`src/rtl/mips_pkg.sv`:
```
// Shared definitions for the MIPS pipeline slice.
// Holds the default datapath/register-address widths, the ALU function codes
// (ADD doubles as the bubble code) and the ALU operand-source encodings.
package mips_pkg;

    localparam int unsigned DEF_DW = 32;
    localparam int unsigned DEF_RW = 5;

    // ALU function codes; ADD = 0 is what a bubble presents to the ALU.
    localparam logic [5:0] ALUFUN_ADD = 6'b000000;
    localparam logic [5:0] ALUFUN_SUB = 6'b000001;
    localparam logic [5:0] ALUFUN_AND = 6'b011000;
    localparam logic [5:0] ALUFUN_OR  = 6'b011110;
    localparam logic [5:0] ALUFUN_XOR = 6'b010110;
    localparam logic [5:0] ALUFUN_NOR = 6'b010001;
    localparam logic [5:0] ALUFUN_A   = 6'b011010;
    localparam logic [5:0] ALUFUN_SLL = 6'b100000;
    localparam logic [5:0] ALUFUN_SRL = 6'b100001;
    localparam logic [5:0] ALUFUN_SRA = 6'b100011;
    localparam logic [5:0] ALUFUN_EQ  = 6'b110011;
    localparam logic [5:0] ALUFUN_NEQ = 6'b110001;
    localparam logic [5:0] ALUFUN_LT  = 6'b110101;
    localparam logic [5:0] ALUFUN_LEZ = 6'b111101;
    localparam logic [5:0] ALUFUN_GEZ = 6'b111001;
    localparam logic [5:0] ALUFUN_GTZ = 6'b111111;

    typedef enum logic {
        ASRC_RS    = 1'b0,
        ASRC_SHAMT = 1'b1
    } asrc_t;

    typedef enum logic [1:0] {
        BSRC_RT  = 2'b00,
        BSRC_IMM = 2'b01,
        BSRC_LUI = 2'b10,
        BSRC_RSV = 2'b11
    } bsrc_t;

endpackage

```
`src/rtl/fwd_unit.sv`:
```
// Operand forwarding mux for one source register.
// Ports:
//   src_addr                         source register index latched in ID/EX
//   reg_data                         regfile data latched in ID/EX
//   exmem_regwrite/wr_addr/result    EX/MEM writer
//   memwb_regwrite/wr_addr/result    MEM/WB writer
//   fwd_data                         value the operand should use
// EX/MEM is younger than MEM/WB and therefore wins; register 0 never forwards.
module fwd_unit #(
    parameter int unsigned DW = 32,
    parameter int unsigned RW = 5
) (
    input  logic [RW-1:0] src_addr,
    input  logic [DW-1:0] reg_data,
    input  logic          exmem_regwrite,
    input  logic [RW-1:0] exmem_wr_addr,
    input  logic [DW-1:0] exmem_result,
    input  logic          memwb_regwrite,
    input  logic [RW-1:0] memwb_wr_addr,
    input  logic [DW-1:0] memwb_result,
    output logic [DW-1:0] fwd_data
);

    logic hit_exmem;
    logic hit_memwb;

    assign hit_exmem = exmem_regwrite && (exmem_wr_addr != '0) && (exmem_wr_addr == src_addr);
    assign hit_memwb = memwb_regwrite && (memwb_wr_addr != '0) && (memwb_wr_addr == src_addr);

    always_comb begin
        fwd_data = reg_data;
        if (hit_exmem)
            fwd_data = exmem_result;
        else if (hit_memwb)
            fwd_data = memwb_result;
    end

endmodule

```
`src/rtl/id_ex_stage.sv`:
```
// ID/EX pipeline register and ALU operand-select stage.
// Ports:
//   clk, reset                 clock; synchronous active-low reset
//   id_*                       decoded fields of the instruction in ID
//   hold                       global freeze, all registers keep value
//   flush                      squash the instruction entering EX
//   exmem_*, memwb_*           downstream writers used for forwarding
//   stall_req                  load-use stall request to PC and IF/ID
//   alu_a/alu_b/alu_alufun/alu_sign   ALU inputs
//   ex_store_data              forwarded rt for stores
//   ex_valid/ex_wr_addr/ex_regwrite/ex_memread/ex_memwrite   EX controls
module id_ex_stage
    import mips_pkg::*;
#(
    parameter int unsigned DW = DEF_DW,
    parameter int unsigned RW = DEF_RW
) (
    input  logic          clk,
    input  logic          reset,
    input  logic          id_valid,
    input  logic [RW-1:0] id_rs_addr,
    input  logic [RW-1:0] id_rt_addr,
    input  logic          id_uses_rs,
    input  logic          id_uses_rt,
    input  logic [DW-1:0] id_rs_data,
    input  logic [DW-1:0] id_rt_data,
    input  logic [15:0]   id_imm16,
    input  logic [4:0]    id_shamt,
    input  logic          id_extop,
    input  logic          id_asrc,
    input  logic [1:0]    id_bsrc,
    input  logic [5:0]    id_alufun,
    input  logic          id_sign,
    input  logic [RW-1:0] id_wr_addr,
    input  logic          id_regwrite,
    input  logic          id_memread,
    input  logic          id_memwrite,
    input  logic          hold,
    input  logic          flush,
    input  logic          exmem_regwrite,
    input  logic [RW-1:0] exmem_wr_addr,
    input  logic [DW-1:0] exmem_result,
    input  logic          memwb_regwrite,
    input  logic [RW-1:0] memwb_wr_addr,
    input  logic [DW-1:0] memwb_result,
    output logic          stall_req,
    output logic [DW-1:0] alu_a,
    output logic [DW-1:0] alu_b,
    output logic [5:0]    alu_alufun,
    output logic          alu_sign,
    output logic [DW-1:0] ex_store_data,
    output logic          ex_valid,
    output logic [RW-1:0] ex_wr_addr,
    output logic          ex_regwrite,
    output logic          ex_memread,
    output logic          ex_memwrite
);

    logic [RW-1:0] ex_rs_addr;
    logic [RW-1:0] ex_rt_addr;
    logic [DW-1:0] ex_rs_data;
    logic [DW-1:0] ex_rt_data;
    logic [DW-1:0] ex_imm32;
    logic [4:0]    ex_shamt;
    asrc_t         ex_asrc;
    bsrc_t         ex_bsrc;
    logic [5:0]    ex_alufun;
    logic          ex_sign;

    logic [DW-1:0] id_imm32;
    logic [DW-1:0] fwd_rs;
    logic [DW-1:0] fwd_rt;
    logic          load_use;
    logic          bubble;

    // Extension is done before the register so EX only sees a ready imm32.
    assign id_imm32 = id_extop ? {{(DW-16){id_imm16[15]}}, id_imm16}
                               : {{(DW-16){1'b0}}, id_imm16};

    assign load_use = ex_valid && ex_memread && (ex_wr_addr != '0) &&
                      ((id_uses_rs && (ex_wr_addr == id_rs_addr)) ||
                       (id_uses_rt && (ex_wr_addr == id_rt_addr)));

    assign stall_req = id_valid && !flush && load_use;

    // A bubble zeroes every field, so forwarding sees register 0 and yields 0.
    assign bubble = flush || stall_req;

    always_ff @(posedge clk) begin
        if (!reset || (!hold && bubble)) begin
            ex_valid    <= 1'b0;
            ex_rs_addr  <= '0;
            ex_rt_addr  <= '0;
            ex_rs_data  <= '0;
            ex_rt_data  <= '0;
            ex_imm32    <= '0;
            ex_shamt    <= '0;
            ex_asrc     <= ASRC_RS;
            ex_bsrc     <= BSRC_RT;
            ex_alufun   <= ALUFUN_ADD;
            ex_sign     <= 1'b0;
            ex_wr_addr  <= '0;
            ex_regwrite <= 1'b0;
            ex_memread  <= 1'b0;
            ex_memwrite <= 1'b0;
        end else if (!hold) begin
            ex_valid    <= id_valid;
            ex_rs_addr  <= id_rs_addr;
            ex_rt_addr  <= id_rt_addr;
            ex_rs_data  <= id_rs_data;
            ex_rt_data  <= id_rt_data;
            ex_imm32    <= id_imm32;
            ex_shamt    <= id_shamt;
            ex_asrc     <= asrc_t'(id_asrc);
            ex_bsrc     <= bsrc_t'(id_bsrc);
            ex_alufun   <= id_alufun;
            ex_sign     <= id_sign;
            ex_wr_addr  <= id_wr_addr;
            ex_regwrite <= id_regwrite;
            ex_memread  <= id_memread;
            ex_memwrite <= id_memwrite;
        end
    end

    fwd_unit #(.DW(DW), .RW(RW)) u_fwd_rs (
        .src_addr       (ex_rs_addr),
        .reg_data       (ex_rs_data),
        .exmem_regwrite (exmem_regwrite),
        .exmem_wr_addr  (exmem_wr_addr),
        .exmem_result   (exmem_result),
        .memwb_regwrite (memwb_regwrite),
        .memwb_wr_addr  (memwb_wr_addr),
        .memwb_result   (memwb_result),
        .fwd_data       (fwd_rs)
    );

    fwd_unit #(.DW(DW), .RW(RW)) u_fwd_rt (
        .src_addr       (ex_rt_addr),
        .reg_data       (ex_rt_data),
        .exmem_regwrite (exmem_regwrite),
        .exmem_wr_addr  (exmem_wr_addr),
        .exmem_result   (exmem_result),
        .memwb_regwrite (memwb_regwrite),
        .memwb_wr_addr  (memwb_wr_addr),
        .memwb_result   (memwb_result),
        .fwd_data       (fwd_rt)
    );

    // Shift amount goes on a; the shifter takes its data operand on b.
    always_comb begin
        alu_a = fwd_rs;
        if (ex_asrc == ASRC_SHAMT)
            alu_a = {{(DW-5){1'b0}}, ex_shamt};
    end

    always_comb begin
        alu_b = '0;
        unique case (ex_bsrc)
            BSRC_RT:  alu_b = fwd_rt;
            BSRC_IMM: alu_b = ex_imm32;
            BSRC_LUI: alu_b = ex_imm32 << 16;
            BSRC_RSV: alu_b = '0;
        endcase
    end

    assign alu_alufun    = ex_alufun;
    assign alu_sign      = ex_sign;
    assign ex_store_data = fwd_rt;

endmodule
```
`config.mk`:
```
export PLATFORM = sky130hd
export DESIGN_NAME = id_ex_stage
export DESIGN_NICKNAME = d
export VERILOG_FILES = /design/src/rtl/mips_pkg.sv /design/src/rtl/fwd_unit.sv /design/src/rtl/id_ex_stage.sv
export SDC_FILE = /design/constraint.sdc
export NUM_CORES = 1
export LEC_CHECK = 0
export CORE_MARGIN = 3
export CORE_UTILIZATION = 30
export DETAILED_ROUTE_END_ITERATION = 10
export HOLD_SLACK_MARGIN = 0.12
export PLACE_DENSITY_LB_ADDON = 0.1
export SLEW_MARGIN = 20
export SYNTH_ARGS = -nofsm -noshare
export SYNTH_HDL_FRONTEND = slang
export SYNTH_SLANG_ARGS = --single-unit
```
`constraint.sdc`:
```
create_clock -name clk -period 2.6 [get_ports clk]
set_clock_uncertainty 0.2 [all_clocks]
set_input_delay 0.52 -clock clk [delete_from_list [all_inputs] [get_ports clk]]
set_output_delay 0.52 -clock clk [all_outputs]
set_load 0.005 [all_outputs]
```
# Word-level counts from Yosys, hierarchy flattened
# Index checks and enable logic that the tools add are counted.
# classes
n_mux,7
reduce_logical,24
n_eq_ne,9
# op_table
cell,n
32-bit 2-to-1 mux,6
32-bit one-hot mux with 4 select lines,1
5-bit equality test,6
5-bit nonzero test,3
1-bit logical AND,14
"2-bit equality test, second input constant",2
1-bit zero test,3
1-bit logical OR,3
"2-bit by 1-bit equality test with 1-bit output, second input constant",1
2-bit zero test,1
# word_totals
ff_bits,130
wordCells,55
out_inout_bits,113
in_bits,197

# Depth between registers and ports, before layout
# logic_depth
word_depth,8
mapped_depth,7
depth_no_buf,5

# Modules after synthesis
# Synthesis repeated with hierarchy kept, for this count alone.
# unflattened
cells_unflattened,1187
hier_area_um2,9369.0
# modules_own_cells
mod,seq_area_each_um2,area_each_um2,cells_each,n_inst
id_ex_stage,2302.2,7034.2,817,1
fwd_unit,0.0,1167.4,185,2

# Worst setup path before layout
# No wires, ideal clock.
# synth_timing
kind,in2out
from,input memwb_wr_addr[4]
to,output alu_b[18]
t_required_ns,1.880
setup_slack_ns,-0.208
n_path_buf,2
path_stages,7
arrival_time_ns,2.088
path_cell_list,or4_1 -> o21ai_2 -> buf_4 -> buf_6 -> o31ai_1 -> a31oi_1 -> a221o_1
# synth_via
elab_chain_cells,6
elab_cells_between_ends,7
classes_between,1 x eq/ne; 3 x mux; 3 x reduce/logical
# synth_rtl
element,line_no,source
"start, declared",id_ex_stage.sv:44,"input logic [RW-1:0] memwb_wr_addr,"
5-bit nonzero test,fwd_unit.sv:28,assign hit_memwb = memwb_regwrite && (memwb_wr_addr != '0) && (memwb_wr_addr == src_addr);
1-bit logical AND,fwd_unit.sv:28,
1-bit logical AND *,fwd_unit.sv:28,
32-bit 2-to-1 mux *,fwd_unit.sv:34,else if (hit_memwb)
32-bit 2-to-1 mux *,fwd_unit.sv:32,if (hit_exmem)
via ex_store_data[18],id_ex_stage.sv:51,"output logic [DW-1:0] ex_store_data,"
32-bit one-hot mux with 4 select lines *,id_ex_stage.sv:158,unique case (ex_bsrc)
"end, declared",id_ex_stage.sv:48,"output logic [DW-1:0] alu_b,"
# Mark *: on every way through the listed nets, which the timed path passes. The rest lies on a longest branch.

# Worst setup path in the final report
# layout_timing
from,input memwb_wr_addr[2]
to,output alu_b[13]
# layout_via
elab_chain_cells,6
elab_cells_between_ends,7
classes_between,1 x eq/ne; 3 x mux; 3 x reduce/logical
# layout_rtl
element,line_no
5-bit nonzero test,fwd_unit.sv:28
1-bit logical AND,fwd_unit.sv:28
1-bit logical AND *,fwd_unit.sv:28
32-bit 2-to-1 mux *,fwd_unit.sv:34
32-bit 2-to-1 mux *,fwd_unit.sv:32
32-bit one-hot mux with 4 select lines *,id_ex_stage.sv:158
# Mark *: on every way between the ends. The rest lies on a longest branch, timed or not.

==> flow_metrics.tcl <==
set metrics [dict create \
    synth_seq_cells 115 \
    design_area_mm2 0.0126 \
    port_buffers 309 \
    cts_tree "yes" \
    clk_latency_ns 0.41 \
    critPathRequiredTime_ns 1.88 \
    slowest_delay_ns 0.57 \
    yosysWarnings 0 \
    synth.most_common_cell "dfxtp_1" \
    cp_top_family "buffers and inverters" \
    synth_top_area_frac 0.380 \
    reg2reg_from "ex_wr_addr[4]" \
    route.vias.total 7454 \
    hold_buffers 0 \
    critPathCaptureType "output pin" \
    fp.coreArea_mm2 0.0197 \
    rsz0062_at_grt "true" \
    power.density_mw_per_mm2 450 \
    ant_nets 0 \
    first_pass_iters 5 \
    holdPathEnd "ex_rt_addr[2]" \
    root_buffer "clkbuf_16" \
    cp-start-kind "input pin" \
    path_class "in2out" \
    syn_area_per_cell_um2 9.37 \
    crit_arrival_ns 2.51 \
    wire_per_inst_um 22.8 \
    routabilityCongestion 0.958 \
    start_util 0.308 \
    placed_area_mm2 0.0103 \
    syn-cell-area_mm2 0.00605 \
    crit_top_cell "buf_12" \
    antenna_found_initial 4 \
    synth_flop_cell "dfxtp_1" \
    ir_worst_vdd_mv 0.397 \
    synth_edf_count 0 \
    vias_per_cell 5.44 \
    clockBufferDepth 2 \
    r2r_slack_ns 0.58 \
    maxSlewViolCount 0 \
    min_from "id_rt_addr[2]" \
    drive_above_1_share 0.436 \
    io_pins 310 \
    synth.distinct_cells 38 \
    grtUsageTotal 0.267 \
    grt_pass1_wl_um 45400 \
    synth_fp_nets 843 \
    die_w_um 148 \
    critical_path_buf_inv_count 5 \
    path_clk_slew_ns 0.06 \
    ys_top_cells_by_count "115 x dfxtp_1, 114 x a22o_1, 55 x nor2_1" \
    cts_buffers 17 \
    status "complete, but fails checks" \
    min_period_ns 3.23 \
    dieHeight_um 148 \
    grt-ovfl-total 0 \
    finalSetupViolCount 96 \
    syn_inst 646 \
    ys_seq_area_frac 0.380 \
    grt_max_degree 87 \
    fmax_ghz 0.310 \
    grt_pass1_vias 7659 \
    postSynth.asyncResetShare 0 \
    tightest_slew_ns 0.684 \
    min_delay_path_depth 2 \
    r2r_end "ex_rt_data[25]" \
    rr_worst_depth 7 \
    failed_checks "setup timing" \
    cp_max_fo 13 \
    layout.nets 1286 \
    synth_area_leader_cell "dfxtp_1" \
    ys_top_cells_by_area "dfxtp_1 38%, a22o_1 16%, mux2i_1 7.1%" \
    worst_slack_ns -0.631 \
    die_area_mm2 0.0219 \
    htreeDepth 4 \
    num_rows 51 \
    drc 0 \
    syn2layout_area_growth_pct 108 \
    cp_slowest_cell "or4_4" \
    maxCapViolations 0 \
    wl_um 31200 \
    drt_iter0_drc 487 \
    power.leakage_nw 5.08 \
    fin_tns_setup_ns -46.64 \
    fin_crit_sh 1.24 \
    path_cells "buf_8, or4_4, o21ai_4, buf_12, nor3_4, buf_12, buf_12, mux2i_2, o21ai_1, dlygate4sd2_1" \
    pre_cts_ws_ns -1.50 \
    hold_class "in2reg" \
    dp_hpwl_um 21200 \
    finalHoldViolCount 0 \
    slew_headroom 0.544 \
    clock_sinks 115 \
]
-- where the power goes --
part / switching [mW] / internal [mW] / leakage [nW]
Sequential: 0.0726 / 1.84 / 0.942
Combinational: 0.574 / 0.799 / 3.86
Clock: 0.873 / 1.50 / 0.275
-- placed cells by master (no fill, tap or decap), drive strengths merged, types with 7 or more instances in the layout --
cell type / count
buf: 275
clkdlybuf4s50: 191
dfxtp: 115
a22o: 114
nor2: 56
mux2i: 43
a211oi: 32
xnor2: 30
clkbuf: 24
o31ai: 21
nor3: 19
or4: 18
a31oi: 17
inv: 17
o21ai: 17
a221o: 16
a32oi: 16
a21oi: 16
nand2: 13
dlygate4sd2: 8
dlymetal6s2s: 7
-- cell families (layout without fill, tap and decap cells) --
kind of cell,after synthesis,in the layout,share of synthesized area
XOR/XNOR,30,30,0.0434
other,0,2,0
AND/OR/NAND/NOR,118,119,0.0955
multiplexers,43,43,0.0711
flip-flops,115,115,0.380
buffers and inverters,82,537,0.0603
AO/OA/AOI/OAI,258,258,0.349
-- registers in the layout, indices dropped and copies added, names as in the netlist, 2 cells and up --
| signal | flops |
|---|---|
| ex_rs_data | 32 |
| ex_rt_data | 32 |
| ex_imm32 | 17 |
| alu_alufun | 6 |
| ex_rs_addr | 5 |
| ex_rt_addr | 5 |
| ex_shamt | 5 |
| ex_wr_addr | 5 |
| ex_bsrc | 2 |
-- layer usage --
layer  vias up  wire, µm  global-route usage
met3        56      2510              0.0722
li1       3423         -                   -
met2       374     15300               0.450
met1      3597     12600               0.329
met5         -        24                   0
met4         4       850              0.0938
-- worst register-to-register path: cells and delay by family, from the launching register on --
kind                      cells  cell delay, ns
and+or+nand+nor               1            0.12
AOI/OAI and AO/OA             3            0.61
DFF                           1            0.46
buffers and inverters         2            0.35
xor gates and xnor gates      1            0.16
-- worst max path at each step --
| stage | cells after the start | end | from | slack (ns) |
|---|---|---|---|---|
| after global routing | 12 | alu_b[13] | memwb_wr_addr[1] | -0.67 |
| after global placement | 10 | alu_a[10] | memwb_wr_addr[1] | -1.43 |
| after floorplan | 6 | alu_b[18] | exmem_wr_addr[0] | -0.19 |
| after detailed placement | 7 | alu_b[0] | memwb_wr_addr[4] | -1.50 |
| after CTS | 11 | alu_a[19] | memwb_wr_addr[1] | -0.75 |
| final | 10 | alu_b[13] | memwb_wr_addr[2] | -0.63 |
-- layout make-up --
cell class,instances,area [µm²]
antenna,2,5.00
clock inverter,13,160
tap,265,332
clock buffer,19,433
timing repair buffer,489,4760
sequential,115,2310
multi-input combinational,450,4520
inverter,16,60.1
fill,1619,7080
-- what timing repair did --
action                                  in CTS  in global routing
gates cloned                                 7                  1
buffers inserted                            63                 28
endpoints found under the setup margin      97                 97
pin swaps                                   77                 67
resized for setup                          589                132
-- stage by stage --
stage | instances | total power [mW] | util | hold WS [ns]
after floorplan | 646 | 2.29 | - | 0.242
after global routing | 1369 | 5.86 | 0.640 | 0.218
after global placement | 1261 | 3.05 | 0.525 | 0.255
final | 1369 | 5.66 | 0.640 | 0.215
after CTS | 1352 | 5.57 | 0.611 | 0.275
after detailed placement | 1261 | 3.06 | 0.525 | 0.258
Note: power is estimated with default switching activity, not from simulation.
